--- src/rtl/fetch_unit.sv ---
// Instruction-fetch stage: owns the PC, buffers {pc, instr} pairs in a
// small FIFO and hands them to decode; redirects flush the queue.
module fetch_unit #(
    parameter logic [31:0] RESET_PC = 32'h0000_0000,
    parameter int          DEPTH    = 2
) (
    input  logic        clk_i,
    input  logic        rst_i,
    output logic [31:0] pc_o,
    input  logic [31:0] instr_i,
    input  logic        redirect_valid_i,
    input  logic [31:0] redirect_pc_i,
    output logic        id_valid_o,
    input  logic        id_ready_i,
    output logic [31:0] id_instr_o,
    output logic [31:0] id_pc_o,
    output logic [31:0] id_pc_plus4_o,
    output logic        misaligned_o
);

    localparam int AW = $clog2(DEPTH);
    localparam logic [AW:0] FULL = (AW+1)'(DEPTH);
    localparam logic [AW-1:0] PONE = AW'(1);
    localparam logic [AW:0] CONE = (AW+1)'(1);

    logic [31:0]   pc;
    logic [31:0]   st_pc    [DEPTH];
    logic [31:0]   st_instr [DEPTH];
    logic [AW-1:0] rd_ptr;
    logic [AW-1:0] wr_ptr;
    logic [AW:0]   count;
    logic          pop;
    logic          push;

    always_comb begin
        pop  = 1'b0;
        push = 1'b0;
        pop  = id_valid_o & id_ready_i;
        // A pop on a full queue frees the slot we write this same edge.
        push = !redirect_valid_i & ((count < FULL) | pop);
    end

    assign pc_o          = pc;
    assign id_valid_o    = (count != '0);
    assign id_instr_o    = st_instr[rd_ptr];
    assign id_pc_o       = st_pc[rd_ptr];
    assign id_pc_plus4_o = id_pc_o + 32'd4;

    always_ff @(posedge clk_i) begin
        if (rst_i) begin
            pc           <= RESET_PC;
            rd_ptr       <= '0;
            wr_ptr       <= '0;
            count        <= '0;
            misaligned_o <= 1'b0;
            for (int i = 0; i < DEPTH; i++) begin
                st_pc[i]    <= '0;
                st_instr[i] <= '0;
            end
        end else begin
            misaligned_o <= redirect_valid_i &
                            (redirect_pc_i[1:0] != 2'b00);
            if (redirect_valid_i) begin
                pc     <= {redirect_pc_i[31:2], 2'b00};
                rd_ptr <= '0;
                wr_ptr <= '0;
                count  <= '0;
            end else begin
                if (push) begin
                    st_pc[wr_ptr]    <= pc;
                    st_instr[wr_ptr] <= instr_i;
                    wr_ptr           <= wr_ptr + PONE;
                    pc               <= pc + 32'd4;
                end
                if (pop) begin
                    rd_ptr <= rd_ptr + PONE;
                end
                if (push && !pop) begin
                    count <= count + CONE;
                end else if (pop && !push) begin
                    count <= count - CONE;
                end
            end
        end
    end

endmodule
--- config.mk ---
export PLATFORM = sky130hd
export DESIGN_NAME = fetch_unit
export DESIGN_NICKNAME = d
export VERILOG_FILES = /design/src/rtl/fetch_unit.sv
export SDC_FILE = /design/constraint.sdc
export NUM_CORES = 1
export LEC_CHECK = 0
export BUFFER_PORTS_ARGS = -buffer_cell sky130_fd_sc_hd__buf_2
export CORE_AREA = 2 2 117 130
export CTS_CLUSTER_DIAMETER = 80
export DETAILED_ROUTE_END_ITERATION = 6
export DIE_AREA = 0 0 119 132
export GPL_TIMING_DRIVEN = 0
export PLACE_DENSITY = 0.84
export SLEW_MARGIN = 20
export SYNTH_ARGS = -nofsm -noshare
export SYNTH_HDL_FRONTEND = slang
export SYNTH_SLANG_ARGS = --single-unit
--- constraint.sdc ---
create_clock -name clk_i -period 20.6 [get_ports clk_i]
set_clock_uncertainty 0.2 [all_clocks]
set_input_delay 4.12 -clock clk_i [delete_from_list [all_inputs] [get_ports clk_i]]
set_output_delay 4.12 -clock clk_i [all_outputs]
set_load 0.1 [all_outputs]
==> impl_metrics.env, run 1 <==
export IMPL_outcome="complete, no violations"
export IMPL_cts_buffers_inserted=17
export IMPL_crit_required_ps=16280
export IMPL_post_cts_setup_buffers=0
export IMPL_timing_final_max_slew_violations=0
export IMPL_fp_row_count=46
export IMPL_mostFrequentLayoutCells="buf_2 (197), and2_1 (127), edfxtp_1 (124)"
export IMPL_synthCells=693
export IMPL_place_detailed_instances=1086
export IMPL_global_route_overflow_total=0
export IMPL_globalRouteTotalUtil_pct=25.19
export IMPL_final_common_cell="buf_2"
export IMPL_area_growth_syn_to_layout_pct=24.04
export IMPL_timing_max_slew_rel_slack_pct=44.44
export IMPL_setup_viol=0
export IMPL_drc_violations_left=0
export IMPL_cts_tree="done"
export IMPL_crit_fanout=10
export IMPL_effective_utilization_at_floorplan_pct=57.15
export IMPL_synth_compound_gate_area_share_pct=5.225
export IMPL_post_detail_place_hpwl_mm=14.26
export IMPL_core_box_area_um2=14330
export IMPL_cts_clk_slew_worst_paths_ps=60
export IMPL_n_antenna_cell=0
export IMPL_root_buffer="clkbuf_16"
export IMPL_synth_edf_count=124
export IMPL_die_h_um=132
export IMPL_ctsLongestPathBuffers=2
export IMPL_grt_setup_unrepaired="no"
export IMPL_total_power_mw=0.9738
export IMPL_die_x_um=119
export IMPL_syn_mean_instance_area_um2=11.82
export IMPL_drt_pass1_iterations=5
export IMPL_gp_congestion=0.8651
export IMPL_port_buffers=190
export IMPL_floorplan_die_area_um2=15710
export IMPL_worst_ir_drop_vdd_mv=0.06395
export IMPL_post_synth_num_cell_types=54
export IMPL_ctsResizeCount=0
export IMPL_yosys_register_bits=160
export IMPL_worstSetupEndpointType="primary output"
export IMPL_maximum_number_of_pins_on_one_net_before_global_route_repair=46
export IMPL_finalWorstPathRequiredPeriod_ps=8453
export IMPL_postCtsHoldBufs=0
export IMPL_grt_antenna_before_repair=0
export IMPL_final_setup_tns_ps=0
export IMPL_design_final_nets=984
export IMPL_critical_path_arrival_ps=4130
export IMPL_drt_wl_total_mm=19.42
export IMPL_async_reset_ff_share_pct=0
export IMPL_power_density_nw_per_um2=95.85
export IMPL_hp_start="count[1]"
export IMPL_yosys_most_used_dff="edfxtp_1"
export IMPL_hold_viol=0
export IMPL_leakage_power_nw=4.477
export IMPL_muxShareOfSynthArea_pct=9.334
export IMPL_worstSkewPairLatency_ps=430
export IMPL_critical_path_reg2reg_startpoint="count[1]"
export IMPL_fmax_mhz=118.3
export IMPL_synth_fa_ha_area_share_pct=0.4583
export IMPL_drt_first_iter_violations=334
export IMPL_min_period_over_period_pct=41.03
export IMPL_setup_worst_path_class="reg2out"
export IMPL_post_synth_xor_area_fraction_pct=6.523
export IMPL_num_io_pins=198
export IMPL_postRouteAntennaNets=0
export IMPL_synth_yosys_warnings=0
export IMPL_startpoint_type="register"
export IMPL_viasPerCell=5.346
export IMPL_numClockSinks=160
export IMPL_synth_simple_gate_area_share_pct=20.03
export IMPL_first_global_vias=6073
export IMPL_max_cap_violations=0
export IMPL_post_drt_wl_per_cell_um=17.37
export IMPL_routed_via_count=5977
export IMPL_filler_cells=1058
export IMPL_grt_pass1_wl_mm=30.93
export IMPL_timing_worst_slew_pin_value_ps=825.9
export IMPL_register_area_share_after_synthesis_pct=54.26
export IMPL_worst_hold_check_path_type="reg2reg"
export IMPL_netlist_area_um2=8190
export IMPL_cts_htree_levels=4
export IMPL_fraction_of_layout_instances_using_a_drive_strength_above_1_pct=34.34
export IMPL_synth_top_family_by_area="simple AND/OR/NAND/NOR gates"
export IMPL_post_layout_nonfiller_instances=1118
## critical path, cell delays in order (launching register included)
cell and delay [ps]:
dfxtp_1 330, buf_6 140, buf_12 140, buf_2 250
buf_2 310, buf_2 330, mux2_2 220, ha_1 210
inv_1 90, a211oi_4 350, nand4_4 230, a2111oi_2 490
xor2_1 170, buf_2 440
## area by class of cell
| type | count | area (µm²) | share of cell area (%) |
|---|---|---|---|
| multi-input combinational | 467 | 3450 | 33.95 |
| clock inverter | 13 | 186.4 | 1.835 |
| buffer | 44 | 236.5 | 2.328 |
| inverter | 27 | 101.3 | 0.9975 |
| clock buffer | 19 | 442.9 | 4.360 |
| tap | 192 | 240.2 | 2.365 |
| timing repair buffer | 196 | 1059 | 10.42 |
| sequential | 160 | 4444 | 43.74 |
## state kept, by name, indices dropped and copies added, names as in the netlist, named ones only
name / cells
wr_ptr: 1
st_instr: 64
count: 2
misaligned_o: 1
pc_o: 30
st_pc: 60
rd_ptr: 1
## through the flow
stage | hold WS [ps] | setup WS, ps | cell area, µm² | utilization, %
CTS | 368.0 | 12130 | 10160 | 70.89
global route | 409.6 | 11920 | 10160 | 70.89
finish | 371.1 | 12150 | 10160 | 70.89
floorplan | 320.0 | 9896 | 8209 | -
detailed placement | 352.4 | 12610 | 9530 | 66.50
global placement | 340.0 | 8216 | 9400 | 65.59
## layer usage
layer  global-route usage, %  up-vias  wire length (µm)
met1                   29.66     2856              7759
met3                   6.445       36              1265
met4                   11.18        0               553
met2                   43.36      226              9840
met5                       0        -                 0
li1                        -     2859                 -
## final timing paths
| check | endpoint | depth (start not counted) | slack, ps |
|---|---|---|---|
| setup reg to reg | st_instr[1][4] | 7 | 17780 |
| hold / removal | count[1] | 2 | 370 |
| hold reg to reg | count[1] | 2 | 370 |
| setup / recovery | id_pc_plus4_o[24] | 13 | 12150 |
## cell usage after synthesis, types with 4 or more instances
cell | instances | area share [%]
inv_1 | 27 | 1.2
buf_2 | 7 | 0.43
nand4_1 | 18 | 1.4
and2_1 | 127 | 9.7
edfxtp_1 | 124 | 45
and3_1 | 9 | 0.69
dfxtp_1 | 36 | 8.8
nand3_1 | 18 | 1.1
nor4_1 | 4 | 0.31
xor2_1 | 21 | 2.2
a21oi_1 | 22 | 1.3
nor3_1 | 14 | 0.86
xnor2_1 | 40 | 4.3
o21a_1 | 19 | 1.7
nor2_1 | 23 | 1.1
nand4b_1 | 4 | 0.43
buf_4 | 6 | 0.55
mux2i_1 | 13 | 1.6
clkbuf_1 | 26 | 1.2
nand2_1 | 31 | 1.4
mux2_2 | 55 | 7.6
## cells by family after synthesis
family | count (synthesis)
AO/OA/AOI/OAI | 58
flip-flops | 160
AND/OR/NAND/NOR | 270
XOR/XNOR | 61
multiplexers | 69
adder cells (fa/ha/maj) | 3
buffers and inverters | 71
other | 1
## power by group
part	internal, mW	switching [mW]	total, mW
registers	0.370	0.0147	0.385
logic	0.0482	0.208	0.256
clock network	0.206	0.127	0.333
total	0.624	0.349	0.974
Note: power is estimated with default switching activity, not from simulation.
==> run 2: changes to the inputs <==
- ABC_AREA: default -> 1
- CORE_AREA: 2 2 117 130 -> 2 2 131 145
- DIE_AREA: 0 0 119 132 -> 0 0 133 147
- PLACE_DENSITY: 0.84 -> 0.75
- clock period: 20.6 -> 6.9 ns (I/O delays scaled with it)
==> run 2 against run 1 <==
Final cell count grew 35%. Sequential share of layout area shrank 1.8 points. Flip-flop and latch count is the same. Critical endpoint is now id_pc_plus4_o[30]. Synthesized cell count grew 50%.
==> impl_metrics.env, run 2 <==
export IMPL_final_setup_tns_ps=0
export IMPL_cp_num_buf_inv=2
export IMPL_leakage_power_nw=4.804
export IMPL_timing_max_slew_rel_slack_pct=55.48
export IMPL_fmax_mhz=223.6
export IMPL_num_io_pins=198
export IMPL_hold_viol=0
export IMPL_synthDominantCellAreaShare_pct=42.82
export IMPL_final_setup_worst_slack_ps=2428
export IMPL_ctsResizeCount=0
export IMPL_total_power_mw=2.814
export IMPL_max_cap_violations=0
export IMPL_post_drt_wl_per_cell_um=15.48
export IMPL_timing_final_max_slew_violations=0
export IMPL_power_density_nw_per_um2=265.8
export IMPL_postRouteAntennaNets=0
export IMPL_crit_fanout=10
export IMPL_grt_setup_unrepaired="no"
export IMPL_synth_yosys_warnings=0
export IMPL_startpoint_type="register"
export IMPL_n_antenna_cell=0
export IMPL_yosys_register_bits=160
export IMPL_place_area_um2=10020
export IMPL_setup_viol=0
export IMPL_post_detail_place_hpwl_mm=17.78
export IMPL_final_common_cell="nor2_1"
export IMPL_min_period_over_period_pct=64.81
export IMPL_worstSetupEndpointType="primary output"
export IMPL_grt_use_met3_pct=4.313
export IMPL_synth_most_common_cell="nor2_1"
export IMPL_filler_cells=1680
export IMPL_cts_clk_slew_worst_paths_ps=70
export IMPL_yosys_most_used_dff="edfxtp_1"
export IMPL_register_area_share_after_synthesis_pct=51.11
export IMPL_syn_mean_instance_area_um2=8.369
export IMPL_number_of_cells_on_the_worst_reg_to_reg_path=8
export IMPL_globalRouteTotalUtil_pct=24.16
export IMPL_async_reset_ff_share_pct=0
export IMPL_post_cts_setup_buffers=0
export IMPL_timing_worst_slew_pin_value_ps=660.8
export IMPL_design_final_nets=1326
export IMPL_total_switching_power_mw=1.090
export IMPL_synth_common_cells="nor2_1 (216), nand2_1 (191), inv_1 (164), edfxtp_1 (124), nand3_1 (52)"
export IMPL_design_area_um2=10590
export IMPL_whs_endpoint="count[0]"
export IMPL_largest_register="st_instr"
export IMPL_post_synth_main_area_contributors="edfxtp_1 (43%), nor2_1 (9.3%), dfxtp_1 (8.3%), nand2_1 (8.2%), inv_1 (7.1%)"
export IMPL_fraction_of_layout_instances_using_a_drive_strength_above_1_pct=26.18
export IMPL_postCtsHoldBufs=0
export IMPL_timing_critical_path_mode_cell="nand2_1"
export IMPL_largest_register_ffs=64
export IMPL_critical_path_arrival_ps=2890
export IMPL_numClockSinks=160
export IMPL_path_delay_family="simple AND/OR/NAND/NOR gates"
export IMPL_worstSkewPairLatency_ps=430
export IMPL_ctsLongestPathBuffers=2
export IMPL_drt_pass1_iterations=5
export IMPL_cell_internal_pwr_mw=1.724
export IMPL_worst_path_largest_cell_delay_ps=430
export IMPL_busiest_layer="met2"
export IMPL_drt_first_iter_violations=602
export IMPL_cts_tree="done"
export IMPL_mostFrequentLayoutCells="nor2_1 (216), buf_2 (197), nand2_1 (189)"
export IMPL_critical_path_reg2reg_startpoint="count[1]"
export IMPL_worst_ir_drop_vdd_mv=0.1748
export IMPL_maximum_number_of_pins_on_one_net_before_global_route_repair=35
export IMPL_core_box_area_um2=18150
export IMPL_r2r_end="st_pc[0][27]"
export IMPL_area_growth_syn_to_layout_pct=21.76
export IMPL_synthDominantAreaCellType="edfxtp_1"
export IMPL_grt_met1_usage_pct=31.13
export IMPL_grt_antenna_before_repair=0
export IMPL_seq_power_share_pct=40.1
export IMPL_post_synth_num_cell_types=39
export IMPL_netlist_area_um2=8696
export IMPL_rrSetupSlack_ps=3940
export IMPL_effective_utilization_at_floorplan_pct=47.90
export IMPL_grt_pass1_wl_mm=36.14
export IMPL_first_global_vias=6949
export IMPL_floorplan_die_area_um2=19550
export IMPL_worst_hold_check_path_type="reg2reg"
export IMPL_global_route_usage_met2_pct=40.54
export IMPL_hp_start="count[0]"
export IMPL_cts_buffers_inserted=17
export IMPL_clock_power_share_pct=31.9
export IMPL_synthCells=1039
export IMPL_routed_via_count=7508
export IMPL_drt_wl_total_mm=23.39
export IMPL_root_buffer="clkbuf_16"
export IMPL_global_route_overflow_total=0
export IMPL_cts_htree_levels=4
export IMPL_min_path_cells=1
export IMPL_die_h_um=147
export IMPL_switching_share_pct=38.74
export IMPL_power_frac_comb_pct=28.0
export IMPL_viasPerCell=4.969
export IMPL_critical_path_cell_chain="buf_4 -> nand2_1 -> o21ai_2 -> ha_1 -> nand2_2 -> nor2_1 -> nor3b_4 -> nand3_1 -> nand2_1 -> buf_2"
export IMPL_dpl_worst_slack_ps=2369
export IMPL_fp_row_count=52
export IMPL_setup_worst_path_class="reg2out"
export IMPL_finalWorstPathRequiredPeriod_ps=4472
export IMPL_drc_violations_left=0
export IMPL_gp_congestion=0.9685
export IMPL_critPathSlowestCell="buf_2"
export IMPL_synth_edf_count=124
export IMPL_crit_required_ps=5320
export IMPL_die_x_um=133
export IMPL_outcome="complete, no violations"
export IMPL_port_buffers=190
==> run 2: cell type report <==
type                    count  area (µm²)  area share, %
plain buffers              41       254.0          2.399
clock buffers              17       425.4          4.018
clock inverters            15       137.6          1.300
inverters                 169       634.4          5.991
multi-input cells         674        3397          32.08
flip-flops and latches    160        4444          41.98
well taps                 243       304.0          2.872
repair buffers            192       991.0          9.359
==> run 2: logic make-up after synthesis <==
kind of cell    count (synthesis)  share of synthesized area (%)
simple gates                  503                          24.19
buf+inv                       210                          10.22
fa+ha+maj                       3                         0.4317
flops                         160                          51.11
compound gates                109                          7.755
mux                            32                          4.144
other cells                     1                        0.04312
xor+xnor                       21                          2.115
==> run 2: power by group through the flow <==
stage	combinational, mW	sequential [mW]	clock [mW]
after floorplan	0.561	1.23	0
after global placement	0.779	1.15	0
after detailed placement	0.787	1.15	0
after CTS	0.790	1.13	0.905
after global routing	0.823	1.13	0.942
final	0.788	1.13	0.898
==> run 2: through the flow <==
stage	hold slack (ps)	util, %	instances
floorplan	222.4	-	1044
global placement	232.7	54.92	1477
detailed placement	244.7	55.22	1479
CTS	254.2	58.33	1511
global route	289.9	58.33	1511
finish	249.8	58.33	1511
==> run 2: worst max-delay path by stage <==
stage,slack (ps),cells after the start,start,end
after global routing,2240,9,register,id_pc_plus4_o[14]
after detailed placement,2370,7,redirect_valid_i,st_instr[1][0]
after floorplan,890,10,register,id_pc_plus4_o[16]
after global placement,870,6,redirect_valid_i,st_instr[0][0]
final,2430,10,register,id_pc_plus4_o[30]
after CTS,2380,10,register,id_pc_plus4_o[30]
==> run 2: routing by layer <==
metal,routed length (µm),up-vias,share of wire (%)
met5,0,-,0
met4,685,0,2.9
met3,1835,39,7.8
met2,11190,317,48
met1,9679,3407,41
li1,-,3745,-
==> run 3: changes to the inputs <==
- ABC_AREA: 1 -> 0
- CORE_AREA: 2 2 131 145 -> 2 2 121 135
- DIE_AREA: 0 0 133 147 -> 0 0 123 137
- PLACE_DENSITY: 0.75 -> 0.79
- clock period: 6.9 -> 4.4 ns (I/O delays scaled with it)
==> run 3 against run 2 <==
Utilization is 10 points higher. Combinational power is 57% higher. Total power is 63% higher. Die area is 14% lower. Wire length is 17% lower. Sequential share of layout area hardly changed. Non-clock buffer count is 10 higher. Flip-flop and latch count stayed put. Via count is 21% lower. Count of clock-buffer cells in the layout stayed put. Sequential power is 59% higher. Critical endpoint is now id_pc_plus4_o[24].
==> impl_metrics.env, run 3 (synthesized netlist as in run 1, its figures left out) <==
export IMPL_gp_congestion=0.8123
export IMPL_cts_tree="done"
export IMPL_ctsLongestPathBuffers=2
export IMPL_viasPerCell=5.233
export IMPL_worst_ir_drop_vdd_mv=0.2529
export IMPL_globalRouteTotalUtil_pct=23.22
export IMPL_mostFrequentLayoutCells="buf_2 (186), and2_1 (127), edfxtp_1 (124)"
export IMPL_grt_pass1_wl_mm=29.47
export IMPL_drt_wl_total_mm=19.35
export IMPL_global_route_overflow_total=0
export IMPL_timing_max_slew_rel_slack_pct=41.77
export IMPL_port_buffers=190
export IMPL_design_final_nets=987
export IMPL_total_power_mw=4.591
export IMPL_drt_pass1_iterations=4
export IMPL_crit_fanout=28
export IMPL_root_buffer="clkbuf_16"
export IMPL_final_common_cell="buf_2"
export IMPL_dpl_worst_slack_ps=102.9
export IMPL_drc_violations_left=0
export IMPL_worstSkewPairLatency_ps=430
export IMPL_startpoint_type="register"
export IMPL_postRouteAntennaNets=0
export IMPL_largest_register_ffs=64
export IMPL_core_box_area_um2=15490
export IMPL_cts_clk_slew_worst_paths_ps=60
export IMPL_routed_via_count=5908
export IMPL_power_density_nw_per_um2=433.2
export IMPL_min_period_over_period_pct=96.35
export IMPL_floorplan_die_area_um2=16850
export IMPL_hold_viol=0
export IMPL_setup_worst_path_class="reg2out"
export IMPL_die_x_um=123
export IMPL_cts_htree_levels=4
export IMPL_outcome="complete, no violations"
export IMPL_setup_viol=0
export IMPL_multiInputGateArea_um2=3784
export IMPL_effective_utilization_at_floorplan_pct=52.86
export IMPL_crit_required_ps=3320
export IMPL_timing_final_max_slew_violations=0
export IMPL_place_area_um2=9897
export IMPL_post_detail_place_hpwl_mm=14.48
export IMPL_filler_cells=1181
export IMPL_grt_setup_unrepaired="no"
export IMPL_post_drt_wl_per_cell_um=17.14
export IMPL_num_io_pins=198
export IMPL_design_area_um2=10600
export IMPL_finalWorstPathRequiredPeriod_ps=4239
export IMPL_hold_worst_slack_ps=369.1
export IMPL_place_detailed_instances=1095
export IMPL_worstSetupEndpointType="primary output"
export IMPL_max_cap_violations=0
export IMPL_worst_hold_check_path_type="reg2reg"
export IMPL_critical_path_arrival_ps=3160
export IMPL_grt_antenna_before_repair=0
export IMPL_fmax_mhz=235.9
export IMPL_leakage_power_nw=4.641
export IMPL_area_growth_syn_to_layout_pct=29.38
export IMPL_numClockSinks=160
export IMPL_die_h_um=137
export IMPL_register_area_um2=4446
export IMPL_n_antenna_cell=0
export IMPL_maximum_number_of_pins_on_one_net_before_global_route_repair=47
export IMPL_fraction_of_layout_instances_using_a_drive_strength_above_1_pct=37.46
export IMPL_fp_row_count=48
export IMPL_largest_register="st_instr"
export IMPL_first_global_vias=5814
export IMPL_post_layout_nonfiller_instances=1129
export IMPL_final_setup_worst_slack_ps=160.7
export IMPL_cts_buffers_inserted=17
export IMPL_timing_worst_slew_pin_value_ps=865.5
export IMPL_drt_first_iter_violations=303
-- run 3: cell type report --
cell class	instances	area share, %
Tap cell	200	2.362
Clock inverter	15	1.889
Multi-Input combinational cell	467	35.71
Sequential cell	160	41.95
Timing Repair Buffer	201	10.85
Inverter	27	0.9919
Clock buffer	17	4.015
Buffer	42	2.232
-- run 3: power breakdown --
part / internal, mW / total (mW) / switching [mW]
logic: 0.248 / 1.24 / 0.987
registers: 1.73 / 1.80 / 0.0678
clock network: 0.914 / 1.56 / 0.643
-- run 3: worst paths after layout --
| kind | to | slack [ps] | cells after the start | from |
|---|---|---|---|---|
| min reg2reg | rd_ptr | 370 | 2 | rd_ptr |
| max | id_pc_plus4_o[24] | 160 | 13 | register |
| min | rd_ptr | 370 | 2 | rd_ptr |
| max reg2reg | st_instr[1][31] | 1550 | 7 | count[1] |
-- run 3: metal layers --
layer	vias up	global-route usage, %	part of all wire [%]	routed length [µm]
li1	2867	-	-	-
met1	2824	28.31	41	7895
met2	184	39.84	51	9935
met3	33	4.875	5.6	1090
met4	0	9.722	2.2	429
met5	-	0	0	0
-- run 3: timing repair --
| item | 4_1_cts | 5_1_grt |
|---|---|---|
| hold buffers | 0 | 0 |
| gates cloned | 0 | 1 |
| pin swaps | 2 | 5 |
| setup endpoints to repair | 9 | 8 |
| gates resized for setup | 11 | 2 |
| buffers inserted | 2 | 1 |
-- run 3: metrics by stage --
step	setup TNS, ps	utilization [%]
after floorplan	-5519	-
after global placement	-9105	63.18
after detailed placement	0	63.87
after CTS	-124.8	68.29
after global routing	0	68.39
final	0	68.39
-- run 3: worst max-delay path, stage by stage, from the launching register on --
cell and delay (ps):
dfxtp_2 320, buf_6 140, buf_12 150, buf_8 180, mux2i_4 220, clkinvlp_4 100, ha_4 160, inv_2 40
a211oi_4 300, nand4_4 190, buf_12 180, a2111oi_4 350, xor2_4 200, buf_12 190
